**src/rtl/duck_wave_ctl.sv**
```systemverilog
// duck_wave_ctl: spawns, moves and hit-tests up to NUM_DUCKS ducks; keeps score/escapes and ends the round.
// Latency: left_mouse press sampled at edge N -> click registered at N+1 -> hit_pulse/score/FALL after N+2.
// Backpressure: none; game_enable=0 freezes everything, game_finished=1 freezes tick/spawn/click logic.
// Ports: clk, rst (sync, active-low), game_enable, lfsr_number, left_mouse, mouse_xpos/ypos in;
//        duck_xpos/ypos (slot i at [12i+11:12i]), duck_active, duck_falling, hit_pulse, score, misses,
//        game_finished out.
module duck_wave_ctl #(
    parameter int NUM_DUCKS       = 4,
    parameter int LFSR_WIDTH      = 10,
    parameter int DUCK_WIDTH      = 64,
    parameter int DUCK_HEIGHT     = 48,
    parameter int SCREEN_W        = 1024,
    parameter int SCREEN_H        = 768,
    parameter int MOVE_DIV        = 650000,
    parameter int SPAWN_GAP       = 50,
    parameter int DUCKS_PER_ROUND = 10,
    parameter int MAX_MISSES      = 3,
    parameter int SCORE_WIDTH     = 8
) (
    input  logic                    clk,
    input  logic                    rst,
    input  logic                    game_enable,
    input  logic [LFSR_WIDTH-1:0]   lfsr_number,
    input  logic                    left_mouse,
    input  logic [11:0]             mouse_xpos,
    input  logic [11:0]             mouse_ypos,
    output logic [NUM_DUCKS*12-1:0] duck_xpos,
    output logic [NUM_DUCKS*12-1:0] duck_ypos,
    output logic [NUM_DUCKS-1:0]    duck_active,
    output logic [NUM_DUCKS-1:0]    duck_falling,
    output logic                    hit_pulse,
    output logic [SCORE_WIDTH-1:0]  score,
    output logic [3:0]              misses,
    output logic                    game_finished
);
    typedef enum logic [1:0] {S_IDLE = 2'd0, S_FLY = 2'd1, S_FALL = 2'd2} slot_state_t;

    localparam logic [11:0] X_MAX = 12'(SCREEN_W - DUCK_WIDTH);
    localparam logic [11:0] Y_BOT = 12'(SCREEN_H - DUCK_HEIGHT);
    localparam int DIV_W = $clog2(MOVE_DIV + 2);
    localparam int GAP_W = $clog2(SPAWN_GAP + 2);
    localparam int SPN_W = $clog2(DUCKS_PER_ROUND + 2);

    slot_state_t              r_state [NUM_DUCKS];
    logic [11:0]              r_x     [NUM_DUCKS];
    logic [11:0]              r_y     [NUM_DUCKS];
    logic [NUM_DUCKS-1:0]     r_dir;
    logic [DIV_W-1:0]         r_div;
    logic [GAP_W-1:0]         r_gap;
    logic [SPN_W-1:0]         r_spawned;
    logic [SCORE_WIDTH-1:0]   r_score;
    logic [3:0]               r_misses;
    logic                     r_finished;
    logic                     r_hit_pulse;
    logic                     r_en_prev;
    logic                     r_lm_cur;
    logic                     r_lm_prev;
    logic                     r_click;

    slot_state_t              w_state_nxt [NUM_DUCKS];
    logic [11:0]              w_x_nxt     [NUM_DUCKS];
    logic [11:0]              w_y_nxt     [NUM_DUCKS];
    logic [NUM_DUCKS-1:0]     w_dir_nxt;
    logic [NUM_DUCKS-1:0]     w_idle;
    logic [NUM_DUCKS-1:0]     w_hit;
    logic [NUM_DUCKS-1:0]     w_hit_sel;
    logic [NUM_DUCKS-1:0]     w_spawn_sel;
    logic [NUM_DUCKS-1:0]     w_esc;
    logic [3:0]               w_esc_cnt;
    logic [GAP_W-1:0]         w_gap_inc;
    logic [11:0]              w_lfsr12;
    logic [11:0]              w_spawn_x;
    logic                     w_en_rise;
    logic                     w_run;
    logic                     w_tick;
    logic                     w_click;
    logic                     w_spawn;

    // The enable edge clears the round; it takes priority over any gameplay event in that cycle.
    assign w_en_rise = game_enable & ~r_en_prev;
    assign w_run     = game_enable & ~r_finished & ~w_en_rise;
    assign w_tick    = w_run && (r_div == DIV_W'(MOVE_DIV - 1));
    assign w_click   = w_run & r_click;
    assign w_gap_inc = (r_gap >= GAP_W'(SPAWN_GAP)) ? GAP_W'(SPAWN_GAP) : r_gap + 1'b1;
    assign w_lfsr12  = 12'(lfsr_number);
    assign w_spawn_x = (w_lfsr12 < X_MAX) ? w_lfsr12 : w_lfsr12 - X_MAX;
    assign w_spawn   = w_tick && (w_gap_inc == GAP_W'(SPAWN_GAP)) && (|w_idle)
                       && (r_spawned < SPN_W'(DUCKS_PER_ROUND));

    always_comb begin
        w_idle = '0;
        w_hit  = '0;
        for (int i = 0; i < NUM_DUCKS; i++) begin
            w_idle[i] = (r_state[i] == S_IDLE);
            w_hit[i]  = (r_state[i] == S_FLY)
                     && (mouse_xpos >= r_x[i])
                     && ({1'b0, mouse_xpos} < ({1'b0, r_x[i]} + 13'(DUCK_WIDTH)))
                     && (mouse_ypos >= r_y[i])
                     && ({1'b0, mouse_ypos} < ({1'b0, r_y[i]} + 13'(DUCK_HEIGHT)));
        end
    end

    // Lowest-index winner for both the hit and the spawn slot.
    always_comb begin
        logic v_hit_found;
        logic v_idle_found;
        v_hit_found  = 1'b0;
        v_idle_found = 1'b0;
        w_hit_sel    = '0;
        w_spawn_sel  = '0;
        for (int i = 0; i < NUM_DUCKS; i++) begin
            if (w_click && w_hit[i] && !v_hit_found) begin
                w_hit_sel[i] = 1'b1;
                v_hit_found  = 1'b1;
            end
            if (w_spawn && w_idle[i] && !v_idle_found) begin
                w_spawn_sel[i] = 1'b1;
                v_idle_found   = 1'b1;
            end
        end
    end

    always_comb begin
        w_esc     = '0;
        w_dir_nxt = r_dir;
        for (int i = 0; i < NUM_DUCKS; i++) begin
            w_state_nxt[i] = r_state[i];
            w_x_nxt[i]     = r_x[i];
            w_y_nxt[i]     = r_y[i];
            case (r_state[i])
                S_IDLE: begin
                    if (w_spawn_sel[i]) begin
                        w_state_nxt[i] = S_FLY;
                        w_x_nxt[i]     = w_spawn_x;
                        w_y_nxt[i]     = Y_BOT;
                        w_dir_nxt[i]   = lfsr_number[0];
                    end
                end
                S_FLY: begin
                    // A hit beats both movement and escape on the same cycle.
                    if (w_hit_sel[i]) begin
                        w_state_nxt[i] = S_FALL;
                    end else if (w_tick) begin
                        if (r_y[i] == 12'd0) begin
                            w_state_nxt[i] = S_IDLE;
                            w_esc[i]       = 1'b1;
                        end else begin
                            w_y_nxt[i] = r_y[i] - 12'd1;
                            // At an edge the duck turns around and spends this tick in place.
                            if (r_dir[i] && (r_x[i] >= X_MAX)) begin
                                w_dir_nxt[i] = 1'b0;
                            end else if (!r_dir[i] && (r_x[i] == 12'd0)) begin
                                w_dir_nxt[i] = 1'b1;
                            end else if (r_dir[i]) begin
                                w_x_nxt[i] = r_x[i] + 12'd1;
                            end else begin
                                w_x_nxt[i] = r_x[i] - 12'd1;
                            end
                        end
                    end
                end
                S_FALL: begin
                    if (w_tick) begin
                        if (({1'b0, r_y[i]} + 13'd2) >= {1'b0, Y_BOT}) begin
                            w_y_nxt[i]     = Y_BOT;
                            w_state_nxt[i] = S_IDLE;
                        end else begin
                            w_y_nxt[i] = r_y[i] + 12'd2;
                        end
                    end
                end
                default: w_state_nxt[i] = S_IDLE;
            endcase
        end
    end

    always_comb begin
        w_esc_cnt = 4'd0;
        for (int i = 0; i < NUM_DUCKS; i++) begin
            w_esc_cnt = w_esc_cnt + 4'(w_esc[i]);
        end
    end

    always_ff @(posedge clk) begin
        if (!rst) begin
            for (int i = 0; i < NUM_DUCKS; i++) begin
                r_state[i] <= S_IDLE;
                r_x[i]     <= '0;
                r_y[i]     <= '0;
            end
            r_dir       <= '0;
            r_div       <= '0;
            r_gap       <= '0;
            r_spawned   <= '0;
            r_score     <= '0;
            r_misses    <= '0;
            r_finished  <= 1'b0;
            r_hit_pulse <= 1'b0;
            r_en_prev   <= 1'b0;
            r_lm_cur    <= 1'b0;
            r_lm_prev   <= 1'b0;
            r_click     <= 1'b0;
        end else begin
            r_en_prev   <= game_enable;
            r_lm_cur    <= left_mouse;
            r_lm_prev   <= r_lm_cur;
            r_click     <= r_lm_cur & ~r_lm_prev;
            r_hit_pulse <= 1'b0;
            if (w_en_rise) begin
                for (int i = 0; i < NUM_DUCKS; i++) begin
                    r_state[i] <= S_IDLE;
                    r_x[i]     <= '0;
                    r_y[i]     <= '0;
                end
                r_dir      <= '0;
                r_div      <= '0;
                r_gap      <= '0;
                r_spawned  <= '0;
                r_score    <= '0;
                r_misses   <= '0;
                r_finished <= 1'b0;
            end else if (w_run) begin
                for (int i = 0; i < NUM_DUCKS; i++) begin
                    r_state[i] <= w_state_nxt[i];
                    r_x[i]     <= w_x_nxt[i];
                    r_y[i]     <= w_y_nxt[i];
                end
                r_dir <= w_dir_nxt;
                r_div <= w_tick ? '0 : r_div + 1'b1;
                if (w_tick) begin
                    r_gap <= w_spawn ? '0 : w_gap_inc;
                end
                if (w_spawn) begin
                    r_spawned <= r_spawned + 1'b1;
                end
                if (|w_hit_sel) begin
                    r_hit_pulse <= 1'b1;
                    if (r_score != '1) begin
                        r_score <= r_score + 1'b1;
                    end
                end
                r_misses <= r_misses + w_esc_cnt;
                // Built from registered state, so it lands one cycle after the triggering update.
                r_finished <= (r_misses >= 4'(MAX_MISSES))
                           || ((r_spawned == SPN_W'(DUCKS_PER_ROUND)) && (&w_idle));
            end
        end
    end

    always_comb begin
        duck_xpos    = '0;
        duck_ypos    = '0;
        duck_active  = '0;
        duck_falling = '0;
        for (int i = 0; i < NUM_DUCKS; i++) begin
            duck_xpos[12*i +: 12] = r_x[i];
            duck_ypos[12*i +: 12] = r_y[i];
            duck_active[i]        = (r_state[i] != S_IDLE);
            duck_falling[i]       = (r_state[i] == S_FALL);
        end
    end

    assign hit_pulse     = r_hit_pulse;
    assign score         = r_score;
    assign misses        = r_misses;
    assign game_finished = r_finished;
endmodule

```
**config.mk**
```make
export PLATFORM = sky130hd
export DESIGN_NAME = duck_wave_ctl
export DESIGN_NICKNAME = d
export VERILOG_FILES = /design/src/rtl/duck_wave_ctl.sv
export SDC_FILE = /design/constraint.sdc
export NUM_CORES = 1
export LEC_CHECK = 0
export ABC_CLOCK_PERIOD_IN_PS = 7300
export BUFFER_PORTS_ARGS = -buffer_cell sky130_fd_sc_hd__buf_2
export CAP_MARGIN = 5
export CORE_AREA = 5 5 198 200
export DETAILED_ROUTE_END_ITERATION = 12
export DIE_AREA = 0 0 203 205
export SETUP_SLACK_MARGIN = 0.05
export SLEW_MARGIN = 15
export SYNTH_ARGS = -nofsm -noshare
export SYNTH_HDL_FRONTEND = slang
export SYNTH_SLANG_ARGS = --single-unit
```
**constraint.sdc**
```tcl
create_clock -name clk -period 7.3 [get_ports clk]
set_clock_uncertainty 0.2 [all_clocks]
set_input_delay 1.46 -clock clk [delete_from_list [all_inputs] [get_ports clk]]
set_output_delay 1.46 -clock clk [all_outputs]
set_load 0.1 [all_outputs]
```
==> out/metrics.yaml <==
synth:
  synth_fa_ha_area_share_pct: 19.6
  synth-simple-area-share_pct: 20.4
  synth-edff-count: 78
  ys_types: 106
  synth_top_family_by_area: "compound AO/OA/AOI/OAI gates"
  syn-num-nets: 2282
  ys_ff_latch: 156
  synth_commonest_cells: "ha_1, nor2_1, inv_1, nand2_1, a21oi_1"
  ys_top_cells_by_area: "ha_1, edfxtp_1, dfxtp_1"
  synthFlopType: "edfxtp_1"
  ys_warn_count: 0
  synth_cells: 1990
  seq_area_frac_synth_pct: 23.7
  synthMostInstantiatedCell: "ha_1"
  async_flop_share_pct: 0
  avgSynthCellArea_um2: 8.27
  synth-compound-area-share_pct: 21.1
  synthMuxAreaShare_pct: 1.92
  synth_area_um2: 16500
  yosysTopAreaCell: "ha_1"
  synth_top_area_share_pct: 18.8
  yosys.area_share.xor_xnor_pct: 7.50
sta:
  finalMaxSlewViolations: 0
  hold_violations: 0
  min_period_over_period_pct: 80.3
  max_freq_mhz: 171
  period_needed_ps: 5860
  rsz0062_at_grt: "no"
  setup_tns_ps: 0
  worst_pin_slew_ps: 1120
  setup_viol: 0
  fin_ws_ps: 1440
  slew_headroom_pct: 25.5
pwr:
  pwr-share-clk_pct: 28.8
  finalPower_mw: 3.20
  ir_drop_mv: 0.168
  power.internal_mw: 1.80
  power_frac_comb_pct: 37.6
  sequentialPowerShare_pct: 33.6
  swShare_pct: 43.6
  p_per_area_nw_per_um2: 176
  p_sw_mw: 1.40
  power.leakage_nw: 7.50
clock_tree:
  postCtsHoldBufs: 0
  path_clk_slew_ps: 70
  clkSinkCount: 156
  clock_tree.buffer_depth: 2
  h-tree-depth: 4
  numCtsBuffers: 17
  post_cts_resized: 0
  clock_latency_ps: 460
  post_cts_buffers: 0
  cts-root-buf: "clkbuf_16"
  cts_tree: "built"
worst_setup_path:
  crit_arrival_ps: 6050
  timing.rr.start: "r_y[0][5]"
  crit_path_end_kind: "register"
  startpoint: "r_y[0][5]"
  reg2reg_to: "misses[2]"
  critPathKind: "reg -> reg"
  cp_max_fo: 9
  critPathRequiredTime_ps: 7490
  crit_path_start_kind: "register"
  ff2ff_setup_slack_ps: 1440
  ff2ff_path_depth: 18
layout:
  final_util_pct: 48.9
  drive_gt1_share_pct: 12.5
  final_area_um2: 18200
  finalNetCount: 2402
  num_antenna_cells: 0
  syn2layout_area_growth_pct: 10.5
detailed_routing:
  drt_iter0_markers: 1522
  viasPerCell: 6.04
  drc: 0
  drt_wl_total_mm: 52.9
  antenna_left: 0
  wl_per_cell_um: 20.4
  firstDrtPassIters: 5
  vias: 15695
grt:
  track_usage_pct: 25.0
  gr-usage-met1_pct: 33.8
  grt_pass1_vias: 15005
  grt-busiest-layer: "met2"
  grt_pass1_wl_mm: 83.5
  antenna_found_initial: 0
  grt_max_degree: 40
  overflow: 0
  gr-usage-met3_pct: 3.59
  grt_util_met2_pct: 42.0
placed_design:
  place.gp.congestion: 0.928
  placed_cell_area_um2: 17600
  dp_worst_setup_slack_ps: 1300
  place_hpwl_mm: 41.3
  port_buffers: 155
floorplanning:
  fp.dieW_um: 203
  die_h_um: 205
  initial_core_util_pct: 44.2
  dieArea_um2: 41600
  core-area_um2: 37200
  rows: 71
  io_pins: 156
hold_path:
  hold_start: "r_lm_prev"
  hp-class: "reg -> reg"
  whs_path_depth: 1
  hold_path_end: "r_click"
flow_run:
  drv_cap: 0
run_status:
  status: "finished clean"
-- metrics by stage --
stage,hold WS (ps),cells
after global placement,174,2565
after CTS,185,2597
after floorplan,167,1990
final,185,2597
after detailed placement,174,2565
after global routing,194,2597
-- registers in the layout (all words and copies together), names as in the netlist, 6 cells and up --
register,flops
r_div,20
r_x,48
r_state,8
score,8
r_y,48
r_gap,6
-- power groups by stage --
stage	combinational [mW]	clock (mW)	sequential [mW]
after floorplan	0.671	0	1.33
after global placement	1.18	0	1.09
after detailed placement	1.19	0	1.09
after CTS	1.20	0.939	1.07
after global routing	1.31	0.971	1.08
final	1.20	0.922	1.07
-- layer usage --
layer	vias up	part of all wire, %
met5	-	0
met4	0	2.0
met2	501	47
met3	69	5.6
met1	7550	45
li1	7575	-
-- worst max-delay path by stage --
stage	to	slack, ps	cells after the start
detailed placement	misses[2]	1300	14
floorplan	misses[2]	1270	19
global placement	misses[2]	1400	14
global route	misses[2]	1100	18
CTS	misses[2]	1480	18
finish	misses[2]	1440	18
-- kinds of logic (layout without fill, tap and decap cells) --
kind of cell | after synthesis | after routing
mux | 31 | 31
xor+xnor | 141 | 141
buf+inv | 230 | 363
fa+ha+maj | 254 | 254
simple gates | 672 | 672
flops | 156 | 156
compound gates | 506 | 506
-- layout make-up --
cell class,instances,area [µm²]
fillers,3619,19000
multi-input cells,1604,11600
flip-flops and latches,156,3900
repair buffers,172,903
inverters,159,597
well taps,474,593
clock buffers,18,439
clock inverters,14,139
-- critical path, stage by stage, from the launching register on --
cell and delay (ps):
edfxtp_1 480, clkinv_1 290, ha_1 320, and3b_1 300
nand3_1 120, xnor2_1 250, ha_1 290, nand3_1 80
nand2_1 70, a221oi_1 290, o21ai_1 110, or4_1 700
o211ai_4 250, nand4_1 190, fa_1 490, fa_1 480
fa_1 400, or3_1 350, a21oi_1 130
-- cell usage in the layout, fill, tap and decap left out, types with 28 or more instances in the layout --
cell	count
a31oi_1	35
buf_2	155
a21o_1	28
nor2_1	190
nor3_1	47
a21oi_1	119
xor2_1	29
nand4_1	39
dfxtp_1	78
ha_1	247
o21ai_0	93
a211oi_1	36
nand2_1	141
nand3_1	88
edfxtp_1	78
inv_1	151
xnor2_1	112
Note: power is estimated with default switching activity, not from simulation.
